`config.mk`:
```
export PLATFORM = sky130hd
export DESIGN_NAME = onehot_mux_pipe_flat
export DESIGN_NICKNAME = d
export VERILOG_FILES = /design/src/rtl/onehot_pkg.sv /design/src/rtl/onehot_mux_pipe_if.sv /design/src/rtl/onehot_sel_core.sv /design/src/rtl/onehot_mux_pipe.sv /design/src/flat_wrapper.sv
export SDC_FILE = /design/constraint.sdc
export NUM_CORES = 1
export LEC_CHECK = 0
export CAP_MARGIN = 10
export CORE_AREA = 2 2 95 97
export CTS_BUF_LIST = sky130_fd_sc_hd__clkbuf_8
export CTS_CLUSTER_SIZE = 14
export DETAILED_ROUTE_END_ITERATION = 8
export DIE_AREA = 0 0 97 99
export PLACE_DENSITY = 0.68
export REMOVE_ABC_BUFFERS = 1
export SLEW_MARGIN = 20
export SYNTH_ARGS = -nofsm -noshare
export SYNTH_HDL_FRONTEND = slang
export SYNTH_SLANG_ARGS = --single-unit
```
`constraint.sdc`:
```
create_clock -name clock -period 5.2 [get_ports clock]
set_clock_uncertainty 0.2 [all_clocks]
set_input_delay 0.78 -clock clock [delete_from_list [all_inputs] [get_ports clock]]
set_output_delay 0.78 -clock clock [all_outputs]
set_load 0.005 [all_outputs]
```
`src/rtl/onehot_pkg.sv`:
```
// Shared one-hot helpers: mux mode constants and a multi-hot detector.
// Used by the one-hot selector core and other one-hot blocks.
package onehot_pkg;

    localparam int MODE_OR   = 0;
    localparam int MODE_PRIO = 1;

    // Clearing the lowest set bit leaves a nonzero value only when two or more bits are set.
    function automatic logic popcount_gt1(input logic [31:0] v);
        return (v & (v - 32'd1)) != 32'd0;
    endfunction

endpackage

```
`src/rtl/onehot_mux_pipe_if.sv`:
```
// Producer/consumer bundle for the one-hot selector pipe stage.
// The slave modport is the stage's view; master is the surrounding system's view.
interface onehot_mux_pipe_if #(
    parameter int N_CH  = 4,
    parameter int W     = 32,
    parameter int CNT_W = 8
);

    logic [N_CH*W-1:0] in_data;
    logic [N_CH-1:0]   in_sel;
    logic              in_valid;
    logic              in_ready;
    logic [W-1:0]      out_data;
    logic              out_sel_err;
    logic              out_valid;
    logic              out_ready;
    logic [CNT_W-1:0]  err_count;
    logic              err_clear;

    modport slave (
        input  in_data,
        input  in_sel,
        input  in_valid,
        output in_ready,
        output out_data,
        output out_sel_err,
        output out_valid,
        input  out_ready,
        output err_count,
        input  err_clear
    );

    modport master (
        output in_data,
        output in_sel,
        output in_valid,
        input  in_ready,
        input  out_data,
        input  out_sel_err,
        input  out_valid,
        output out_ready,
        input  err_count,
        output err_clear
    );

endinterface

```
`src/rtl/onehot_sel_core.sv`:
```
// Combinational one-hot selector: OR-combine or lowest-index-wins,
// plus a flag for zero-hot or multi-hot selects.
module onehot_sel_core
    import onehot_pkg::*;
#(
    parameter int N_CH = 4,
    parameter int W    = 32,
    parameter int MODE = MODE_OR
) (
    input  logic [N_CH*W-1:0] ch_data,
    input  logic [N_CH-1:0]   sel,
    output logic [W-1:0]      sel_data,
    output logic              illegal
);

    always_comb begin
        sel_data = '0;
        if (MODE == MODE_PRIO) begin
            // Walk downward so the lowest set index is written last.
            for (int k = N_CH - 1; k >= 0; k--) begin
                if (sel[k]) sel_data = ch_data[k*W +: W];
            end
        end else begin
            for (int k = 0; k < N_CH; k++) begin
                if (sel[k]) sel_data = sel_data | ch_data[k*W +: W];
            end
        end
    end

    assign illegal = (sel == '0) || popcount_gt1(32'(sel));

endmodule

```
`src/rtl/onehot_mux_pipe.sv`:
```
// Registered one-hot data selector with valid/ready on both sides
// and a saturating counter of accepted illegal selects.
module onehot_mux_pipe
    import onehot_pkg::*;
#(
    parameter int N_CH  = 4,
    parameter int W     = 32,
    parameter int MODE  = MODE_OR,
    parameter int CNT_W = 8
) (
    input logic              clock,
    input logic              reset,
    onehot_mux_pipe_if.slave bus
);

    logic [W-1:0]     sel_data;
    logic             illegal;
    logic             accept;
    logic [W-1:0]     data_q;
    logic             err_q;
    logic             valid_q;
    logic [CNT_W-1:0] cnt_q;

    onehot_sel_core #(
        .N_CH (N_CH),
        .W    (W),
        .MODE (MODE)
    ) u_core (
        .ch_data  (bus.in_data),
        .sel      (bus.in_sel),
        .sel_data (sel_data),
        .illegal  (illegal)
    );

    assign bus.in_ready = !valid_q || bus.out_ready;
    assign accept       = bus.in_valid && bus.in_ready;

    always_ff @(posedge clock or negedge reset) begin
        if (!reset) begin
            valid_q <= 1'b0;
            data_q  <= '0;
            err_q   <= 1'b0;
        end else if (accept) begin
            valid_q <= 1'b1;
            data_q  <= sel_data;
            err_q   <= illegal;
        end else if (bus.out_ready) begin
            valid_q <= 1'b0;
        end
    end

    // Clear beats a same-cycle increment; the all-ones value sticks.
    always_ff @(posedge clock or negedge reset) begin
        if (!reset) begin
            cnt_q <= '0;
        end else if (bus.err_clear) begin
            cnt_q <= '0;
        end else if (accept && illegal && (cnt_q != '1)) begin
            cnt_q <= cnt_q + 1'b1;
        end
    end

    assign bus.out_data    = data_q;
    assign bus.out_sel_err = err_q;
    assign bus.out_valid   = valid_q;
    assign bus.err_count   = cnt_q;

endmodule

```
`src/flat_wrapper.sv`:
```
// flat-port wrapper written by rule: the top's interface ports become plain ports
module onehot_mux_pipe_flat import onehot_pkg::*;
#(
    parameter int N_CH  = 4,
    parameter int W     = 32,
    parameter int MODE  = MODE_OR,
    parameter int CNT_W = 8
)
  (clock, reset, bus_in_data, bus_in_sel, bus_in_valid, bus_in_ready, bus_out_data, bus_out_sel_err, bus_out_valid, bus_out_ready, bus_err_count, bus_err_clear);
  onehot_mux_pipe_if #(.N_CH(N_CH), .W(W), .CNT_W(CNT_W)) bus_i ();
  input logic clock;
  input logic reset;
  input wire logic [$bits(bus_i.in_data)-1:0] bus_in_data;
  input wire logic [$bits(bus_i.in_sel)-1:0] bus_in_sel;
  input wire logic [$bits(bus_i.in_valid)-1:0] bus_in_valid;
  output wire logic [$bits(bus_i.in_ready)-1:0] bus_in_ready;
  output wire logic [$bits(bus_i.out_data)-1:0] bus_out_data;
  output wire logic [$bits(bus_i.out_sel_err)-1:0] bus_out_sel_err;
  output wire logic [$bits(bus_i.out_valid)-1:0] bus_out_valid;
  input wire logic [$bits(bus_i.out_ready)-1:0] bus_out_ready;
  output wire logic [$bits(bus_i.err_count)-1:0] bus_err_count;
  input wire logic [$bits(bus_i.err_clear)-1:0] bus_err_clear;
  assign bus_i.in_data = bus_in_data;
  assign bus_i.in_sel = bus_in_sel;
  assign bus_i.in_valid = bus_in_valid;
  assign bus_in_ready = bus_i.in_ready;
  assign bus_out_data = bus_i.out_data;
  assign bus_out_sel_err = bus_i.out_sel_err;
  assign bus_out_valid = bus_i.out_valid;
  assign bus_i.out_ready = bus_out_ready;
  assign bus_err_count = bus_i.err_count;
  assign bus_i.err_clear = bus_err_clear;
  onehot_mux_pipe #(.N_CH(N_CH), .W(W), .MODE(MODE), .CNT_W(CNT_W)) u_core (.clock(clock), .reset(reset), .bus(bus_i));
endmodule
```
Word level (Yosys, flattened, before mapping)
Cells that the tools add are included.
{"block": "totals", "in_bits": 137, "reg_bits": 42, "word_cells": 29}
{"block": "op_classes", "add_sub_neg": 2, "n_reduce_logical": 10, "eq_ne": 1, "n_bitwise": 4, "mux": 8}
{"cell": "32-bit 2-to-1 mux", "count": 4}
{"cell": "32-bit OR", "count": 3}
{"cell": "4-bit by 32-bit bitwise AND with 32-bit output", "count": 1}
{"cell": "32-bit nonzero test", "count": 1}
{"cell": "8-bit 2-to-1 mux", "count": 2}
{"cell": "8-bit by 1-bit adder with 8-bit output (second input constant)", "count": 1}
{"cell": "8-bit inequality test (second input constant)", "count": 1}
{"cell": "4-bit by 1-bit subtractor with 5-bit output (second input constant)", "count": 1}
{"cell": "4-bit zero test", "count": 1}
{"cell": "2-bit nonzero test", "count": 2}
{"cell": "1-bit logical AND", "count": 3}
{"cell": "1-bit logical OR", "count": 2}
{"cell": "1-bit 2-to-1 mux", "count": 2}
{"cell": "1-bit zero test", "count": 1}

Longest topological paths before layout
Gate-level depths: netlist (run 1).
{"block": "depth", "depth_word": 8, "ltp_mapped": 6, "mapped_depth_nobuf": 5}

Cells and area by module
From an unflattened synthesis (run 1), not the netlist that was laid out.
{"block": "unflattened", "hier_cells": 243, "hier_area_um2": 2582.5}
{"mod": "onehot_mux_pipe", "seq_area_each_um2": 1051.0, "cells_per_inst": 126, "area_per_inst_um2": 1786.7, "instances": 1}
{"mod": "onehot_sel_core", "seq_area_each_um2": 0.0, "cells_per_inst": 117, "area_per_inst_um2": 795.8, "instances": 1}

Worst setup path before layout (run 1)
OpenSTA, ideal clock, no wires.
{"block": "synth_path", "path_type": "input -> register", "from": "in bus_in_sel[1]", "to": "reg u_core.cnt_q[5], in the netlist u_core.bus.err_count[5]", "setup_slack_ps": 2782, "path_stages": 6, "arrival_time_ps": 2093, "setup_time_ps": 125, "path_cell_list": "buf_2 > or4b_1 > o311ai_2 > buf_6 > nor4_2 > mux2_4"}
{"block": "synth_via", "elab_chain_len": 7, "elab_cells_between_ends": 8, "classes_between": "add/sub (1); bitwise (1); reduce/logical (6)"}
{"item": "from (decl)", "line_no": "flat_wrapper.sv:14", "rtl": "input wire logic [$bits(bus_i.in_sel)-1:0] bus_in_sel;"}
{"item": "4-bit by 1-bit subtractor with 5-bit output", "line_no": "onehot_pkg.sv:10", "rtl": "return (v & (v - 32'd1)) != 32'd0;"}
{"item": "4-bit by 32-bit bitwise AND with 32-bit output", "line_no": "onehot_pkg.sv:10"}
{"item": "32-bit nonzero test", "line_no": "onehot_pkg.sv:10"}
{"item": "1-bit logical OR *", "line_no": "onehot_sel_core.sv:30", "rtl": "assign illegal = (sel == '0) || popcount_gt1(32'(sel));"}
{"item": "1-bit logical AND * (2 in a row)", "line_no": "onehot_mux_pipe.sv:58", "rtl": "end else if (accept && illegal && (cnt_q != '1)) begin"}
{"item": "2-bit nonzero test (no source line) *"}
{"item": "to (signal assigned)", "line_no": "onehot_mux_pipe.sv:59", "rtl": "cnt_q <= cnt_q + 1'b1;"}
{"item": "to (decl)", "line_no": "onehot_mux_pipe.sv:22", "rtl": "logic [CNT_W-1:0] cnt_q;"}
Mark *: on every way between the ends. The rest lies on a longest branch, timed or not.
A chain may end at the register's enable or synchronous reset.

Final worst setup path (run 1)
{"block": "layout_path", "from": "in bus_in_sel[2]", "to": "reg u_core.cnt_q[7], in the netlist u_core.bus.err_count[7]"}
The elaborated chain is that of the path after synthesis.

==> flow_summary.ini, run 1 <==
[status]
status = finished, final reports clean

[route]
ant_nets = 0
avgRoutedWirePerCell_um = 15.25
drtPass1Iterations = 4
vias_per_cell = 5.004
drc = 0
num_vias = 2582
drt_iter0_drc = 60
drt-total-wl_um = 7868

[die]
die_x_um = 97
dieArea_um2 = 9603
die_h_um = 99
ioPinCount = 180
core_um2 = 8551
start_util_pct = 27.19
placementRows = 34

[clock_network]
cts_tree = yes
clk_pin_slew_ns = 0.08
cts-root-buf = clkbuf_8
ctsResizeCount = 0
h-tree-depth = 2
post-cts-setup-buffer-count = 0
cts_buffers = 5
clock_sinks = 42
clock_path_buffers = 2
hold_buffers = 0
clk_latency_ns = 0.28

[sta]
finalSetupTns_ns = 0
setup_slack_ns = 2.143
rsz0062_at_grt = no
hold_viol_final = 0
drv_slew = 0
setup_viol = 0
slew_headroom_pct = 39.69
worst_pin_slew_ns = 0.9032
fin_crit_ns = 3.057
fin_crit_sh_pct = 58.80
fmax_ghz = 0.3271
hold_ws_ns = 0.2053

[grt]
grt_pass1_vias = 2724
grt_overflow = 0
grt_max_degree = 67
antenna_found_initial = 0
grt_pass1_wl_um = 12830
grt_usage_pct = 16.31

[yosys]
synthCells = 242
synth-seq-area-share_pct = 45.21
synth_cell_types = 30
syn_avg_cell_area_um2 = 9.606
ys_warn_count = 0
yosys_register_bits = 42
syn-cell-area_um2 = 2325

[setup_path]
reg2reg_from = u_core.bus.err_count[0]$_DFFE_PN0P_
path_class = in2reg
arrival_ns = 3.03
reg2reg_slack_ns = 3.01
cp-end-kind = flop
rr_endpoint = u_core.bus.err_count[7]$_DFFE_PN0P_
cp.required_ns = 5.17
worstSetupStartpoint = bus_in_sel[2]
crit_fanout = 15
rr_worst_depth = 5
cp-start-kind = input pin

[layout]
final_nets = 545
utilization_pct = 50.66
final_cell_mix = clkdlybuf4s50_1, dfrtp_1, nand2_1, o21ai_1
area_delta_synth_final_pct = 86.33
drive_above_1_share_pct = 4.902
antenna_cells = 0
final_common_cell = clkdlybuf4s50_1

[pwr]
p_leak_uw = 0.001707
powerDensity_nw_per_um2 = 235.6
peakVddDrop_mv = 0.1122

[place]
hpwl_um = 6050
gp_congestion = 0.7456
port_buffers = 179
preCtsSetupSlack_ns = 1.833

[run]
max_cap_viol_count = 0

[worst_hold_path]
hold_path.class = in2async
-- report_power, final --
| part | switching, uW | internal, uW |
|---|---|---|
| registers | 22.5 | 367 |
| logic | 109 | 206 |
| clock network | 110 | 205 |
-- metrics by stage --
stage | std cells | total power [uW] | instance area, um^2
floorplan | 216 | 478.3 | 2210
global placement | 507 | 712.9 | 4164
finish | 516 | 1021 | 4332
detailed placement | 507 | 717.4 | 4164
global route | 516 | 1083 | 4332
CTS | 515 | 1042 | 4307
-- Yosys cell counts (all sizes together) --
| cell type | instances | share of area (%) |
|---|---|---|
| nand4 | 2 | 0.54 |
| a221oi | 32 | 12 |
| nand2 | 36 | 5.8 |
| buf | 8 | 2.0 |
| dfrtp | 42 | 45 |
| nor2 | 3 | 0.48 |
| o21ai | 35 | 7.5 |
| or3 | 2 | 0.54 |
| o31ai | 3 | 0.97 |
| mux2 | 2 | 1.1 |
| a22o | 32 | 12 |
| clkbuf | 18 | 2.9 |
| or4b | 3 | 1.3 |
| o211ai | 1 | 0.54 |
| nor2b | 2 | 0.54 |
| o41ai | 1 | 0.38 |
| xnor2 | 1 | 0.38 |
| o311ai | 1 | 0.70 |
| nor4 | 2 | 0.81 |
| a21oi | 6 | 1.3 |
| inv | 2 | 0.32 |
| nand3 | 2 | 0.43 |
| nand2b | 2 | 0.54 |
| or4 | 3 | 0.97 |
| ha | 1 | 0.54 |
-- kinds of logic (layout without fill, tap and decap cells) --
| family | count (synthesis) | in the layout | share of synthesized area, % |
|---|---|---|---|
| XOR/XNOR | 1 | 1 | 0.3768 |
| buffers and inverters | 28 | 194 | 5.274 |
| flip-flops | 42 | 42 | 45.21 |
| AO/OA/AOI/OAI | 111 | 111 | 35.52 |
| multiplexers | 2 | 2 | 1.130 |
| adder cells (fa/ha/maj) | 1 | 1 | 0.5381 |
| AND/OR/NAND/NOR | 57 | 57 | 11.95 |
-- registers in the layout (all words and copies together), names as in the netlist --
register,cells
u_core.bus.out_data,32
u_core.bus.err_count,8
u_core.bus.out_sel_err,1
u_core.bus.out_valid,1
-- worst max-delay path by stage --
stage,cells after the start,slack (ns),endpoint
floorplan,3,2.66,u_core.bus.out_data[0]$_DFFE_PN0P_
global placement,5,1.90,u_core.bus.err_count[7]$_DFFE_PN0P_
detailed placement,5,1.83,u_core.bus.err_count[7]$_DFFE_PN0P_
CTS,5,2.15,u_core.bus.err_count[7]$_DFFE_PN0P_
global route,5,2.01,u_core.bus.err_count[7]$_DFFE_PN0P_
finish,5,2.14,u_core.bus.err_count[7]$_DFFE_PN0P_
-- routing by layer --
layer  wire [um]  track usage, %  up-vias
met5           0               0        -
met4         103           4.225        0
met3         584           4.610        8
met2        4234           31.94      101
met1        2946           17.01     1195
li1            -               -     1278
-- worst max-delay path, stage by stage --
cell	delay [ns]
clkdlybuf4s50_1	0.79
xnor2_1	0.16
o311ai_2	0.76
nor4_1	0.17
mux2_1	0.36
-- layout make-up --
type	count	area (um^2)
Clock buffer	6	82.58
Clock inverter	2	60.06
Fill cell	800	4219
Inverter	2	7.507
Multi-Input combinational cell	172	1159
Sequential cell	42	1051
Tap cell	108	135.1
Timing Repair Buffer	184	1837
(Power assumes the default switching activity.)
==> run 2, diff against run 1 <==
PLACE_DENSITY = 0.7   (was 0.68)
clock period = 2.8 ns   (was 5.2 ns; I/O delays follow)
==> run 2 against run 1 <==
Compared with the run above: worst setup slack worse by 1.6 ns; clock power up 45%; sequential power up 86%; count of clock-buffer cells in the layout down 1; routed wire length up 3.1%; utilization down 0.31 points; largest power group unchanged.
==> flow_summary.ini, run 2 (synthesis gave the netlist of run 1 again) <==
[status]
status = finished, final reports clean

[die]
placementRows = 34
die_x_um = 97
start_util_pct = 27.19
ioPinCount = 180
die_h_um = 99
core_um2 = 8551
dieArea_um2 = 9603

[clock_network]
cts_tree = yes
clock_sinks = 42
clk_pin_slew_ns = 0.08
cts_buffers = 5
clock_path_buffers = 2
clk_latency_ns = 0.28
h-tree-depth = 2
hold_buffers = 0
post-cts-setup-buffer-count = 0
ctsResizeCount = 0
cts-root-buf = clkbuf_8

[sta]
fin_crit_ns = 2.254
slew_headroom_pct = 36.69
setup_viol = 0
hold_viol_final = 0
setup_slack_ns = 0.5462
rsz0062_at_grt = no
fmax_ghz = 0.4437
fin_crit_sh_pct = 80.49
finalSetupTns_ns = 0
drv_slew = 0
worst_pin_slew_ns = 0.9496

[layout]
area_delta_synth_final_pct = 85.20
layoutNonFillerInstCount = 518
final_common_cell = clkdlybuf4s50_1
num-fill-cells = 834
antenna_cells = 0
final_cell_mix = clkdlybuf4s50_1, dfrtp_1, nand2_1, o21ai_1
drive_above_1_share_pct = 4.878
utilization_pct = 50.35
final_nets = 547
largest_reg_flops = 32

[setup_path]
cp-end-kind = flop
arrival_ns = 2.26
crit_fanout = 12
cp-start-kind = input pin
crit_path_end = u_core.bus.err_count[4]$_DFFE_PN0P_
path_class = in2reg
rr_worst_depth = 5
worstSetupStartpoint = bus_in_sel[2]
reg2reg_from = u_core.bus.err_count[0]$_DFFE_PN0P_
rr_endpoint = u_core.bus.err_count[7]$_DFFE_PN0P_
cp.required_ns = 2.81
reg2reg_slack_ns = 0.68

[pwr]
peakVddDrop_mv = 0.2768
p_leak_uw = 0.001703
switching_share_pct = 25.15
finalPower_uw = 1775
p_clk_share_pct = 25.8
power.internal_uw = 1328
seq_power_share_pct = 40.8
p_comb_share_pct = 33.5
powerDensity_nw_per_um2 = 412.3
power_switching_uw = 446.5

[place]
hpwl_um = 6339
preCtsSetupSlack_ns = 0.2487
placed_cells = 510
gp_congestion = 0.8262
port_buffers = 179

[route]
drt_iter0_drc = 81
drc = 0
num_vias = 2625
avgRoutedWirePerCell_um = 15.65
drt-total-wl_um = 8109
ant_nets = 0
drtPass1Iterations = 4
vias_per_cell = 5.068

[run]
max_cap_viol_count = 0

[grt]
grt_pass1_wl_um = 13030
grt_pass1_vias = 2686
antenna_found_initial = 0
grt_overflow = 0
grt_usage_pct = 16.51
grt_max_degree = 67

[worst_hold_path]
hold_path.class = in2async
-- run 2: area by class of cell --
class / count / area (um^2) / share of cell area [%]
Timing Repair Buffer: 186 / 1852 / 43.01
Multi-Input combinational cell: 172 / 1154 / 26.79
Sequential cell: 42 / 1051 / 24.41
Tap cell: 108 / 135.1 / 3.139
Clock buffer: 5 / 68.82 / 1.598
Clock inverter: 3 / 37.54 / 0.8718
Inverter: 2 / 7.507 / 0.1744
-- run 2: how the worst min path moves through the flow --
stage                                        start                                  end  slack [ns]  cells past startpoint
2_1_floorplan                                reset  u_core.bus.err_count[0]$_DFFE_PN0P_       -0.08                      0
3_3_place_gp    u_core.bus.out_data[9]$_DFFE_PN0P_   u_core.bus.out_data[9]$_DFFE_PN0P_        0.27                      2
3_5_place_dp   u_core.bus.out_data[30]$_DFFE_PN0P_  u_core.bus.out_data[30]$_DFFE_PN0P_        0.27                      2
4_1_cts                                      reset  u_core.bus.err_count[0]$_DFFE_PN0P_        0.11                      1
5_1_grt                                      reset  u_core.bus.err_count[0]$_DFFE_PN0P_        0.14                      1
6_report                                     reset  u_core.bus.err_count[0]$_DFFE_PN0P_        0.08                      1
-- run 2: per-layer routing --
layer	share of wire [%]	up-vias	wire [um]	global-route usage, %
met1	41	1229	3321	20.08
met5	0	-	0	0
met4	0.89	0	72	3.684
met3	7.9	6	643	4.681
li1	-	1276	-	-
met2	50	114	4072	29.17
-- run 2: power groups by stage --
stage,registers [uW],clock network [uW],logic [uW]
global route,735,505,645
floorplan,741,0,147
global placement,733,0,595
CTS,725,479,604
detailed placement,737,0,602
finish,724,457,594
-- run 2: critical path: stages --
cell,delay [ns]
clkdlybuf4s50_1,0.57
or4b_1,0.17
o311ai_2,0.20
buf_4,0.24
or4_1,0.50
a21oi_1,0.15
-- run 2: stage by stage --
step,hold slack [ns],area [um^2]
floorplan,-0.07559,2210
global route,0.1392,4305
detailed placement,0.2744,4199
global placement,0.2672,4199
finish,0.08166,4305
CTS,0.1088,4305
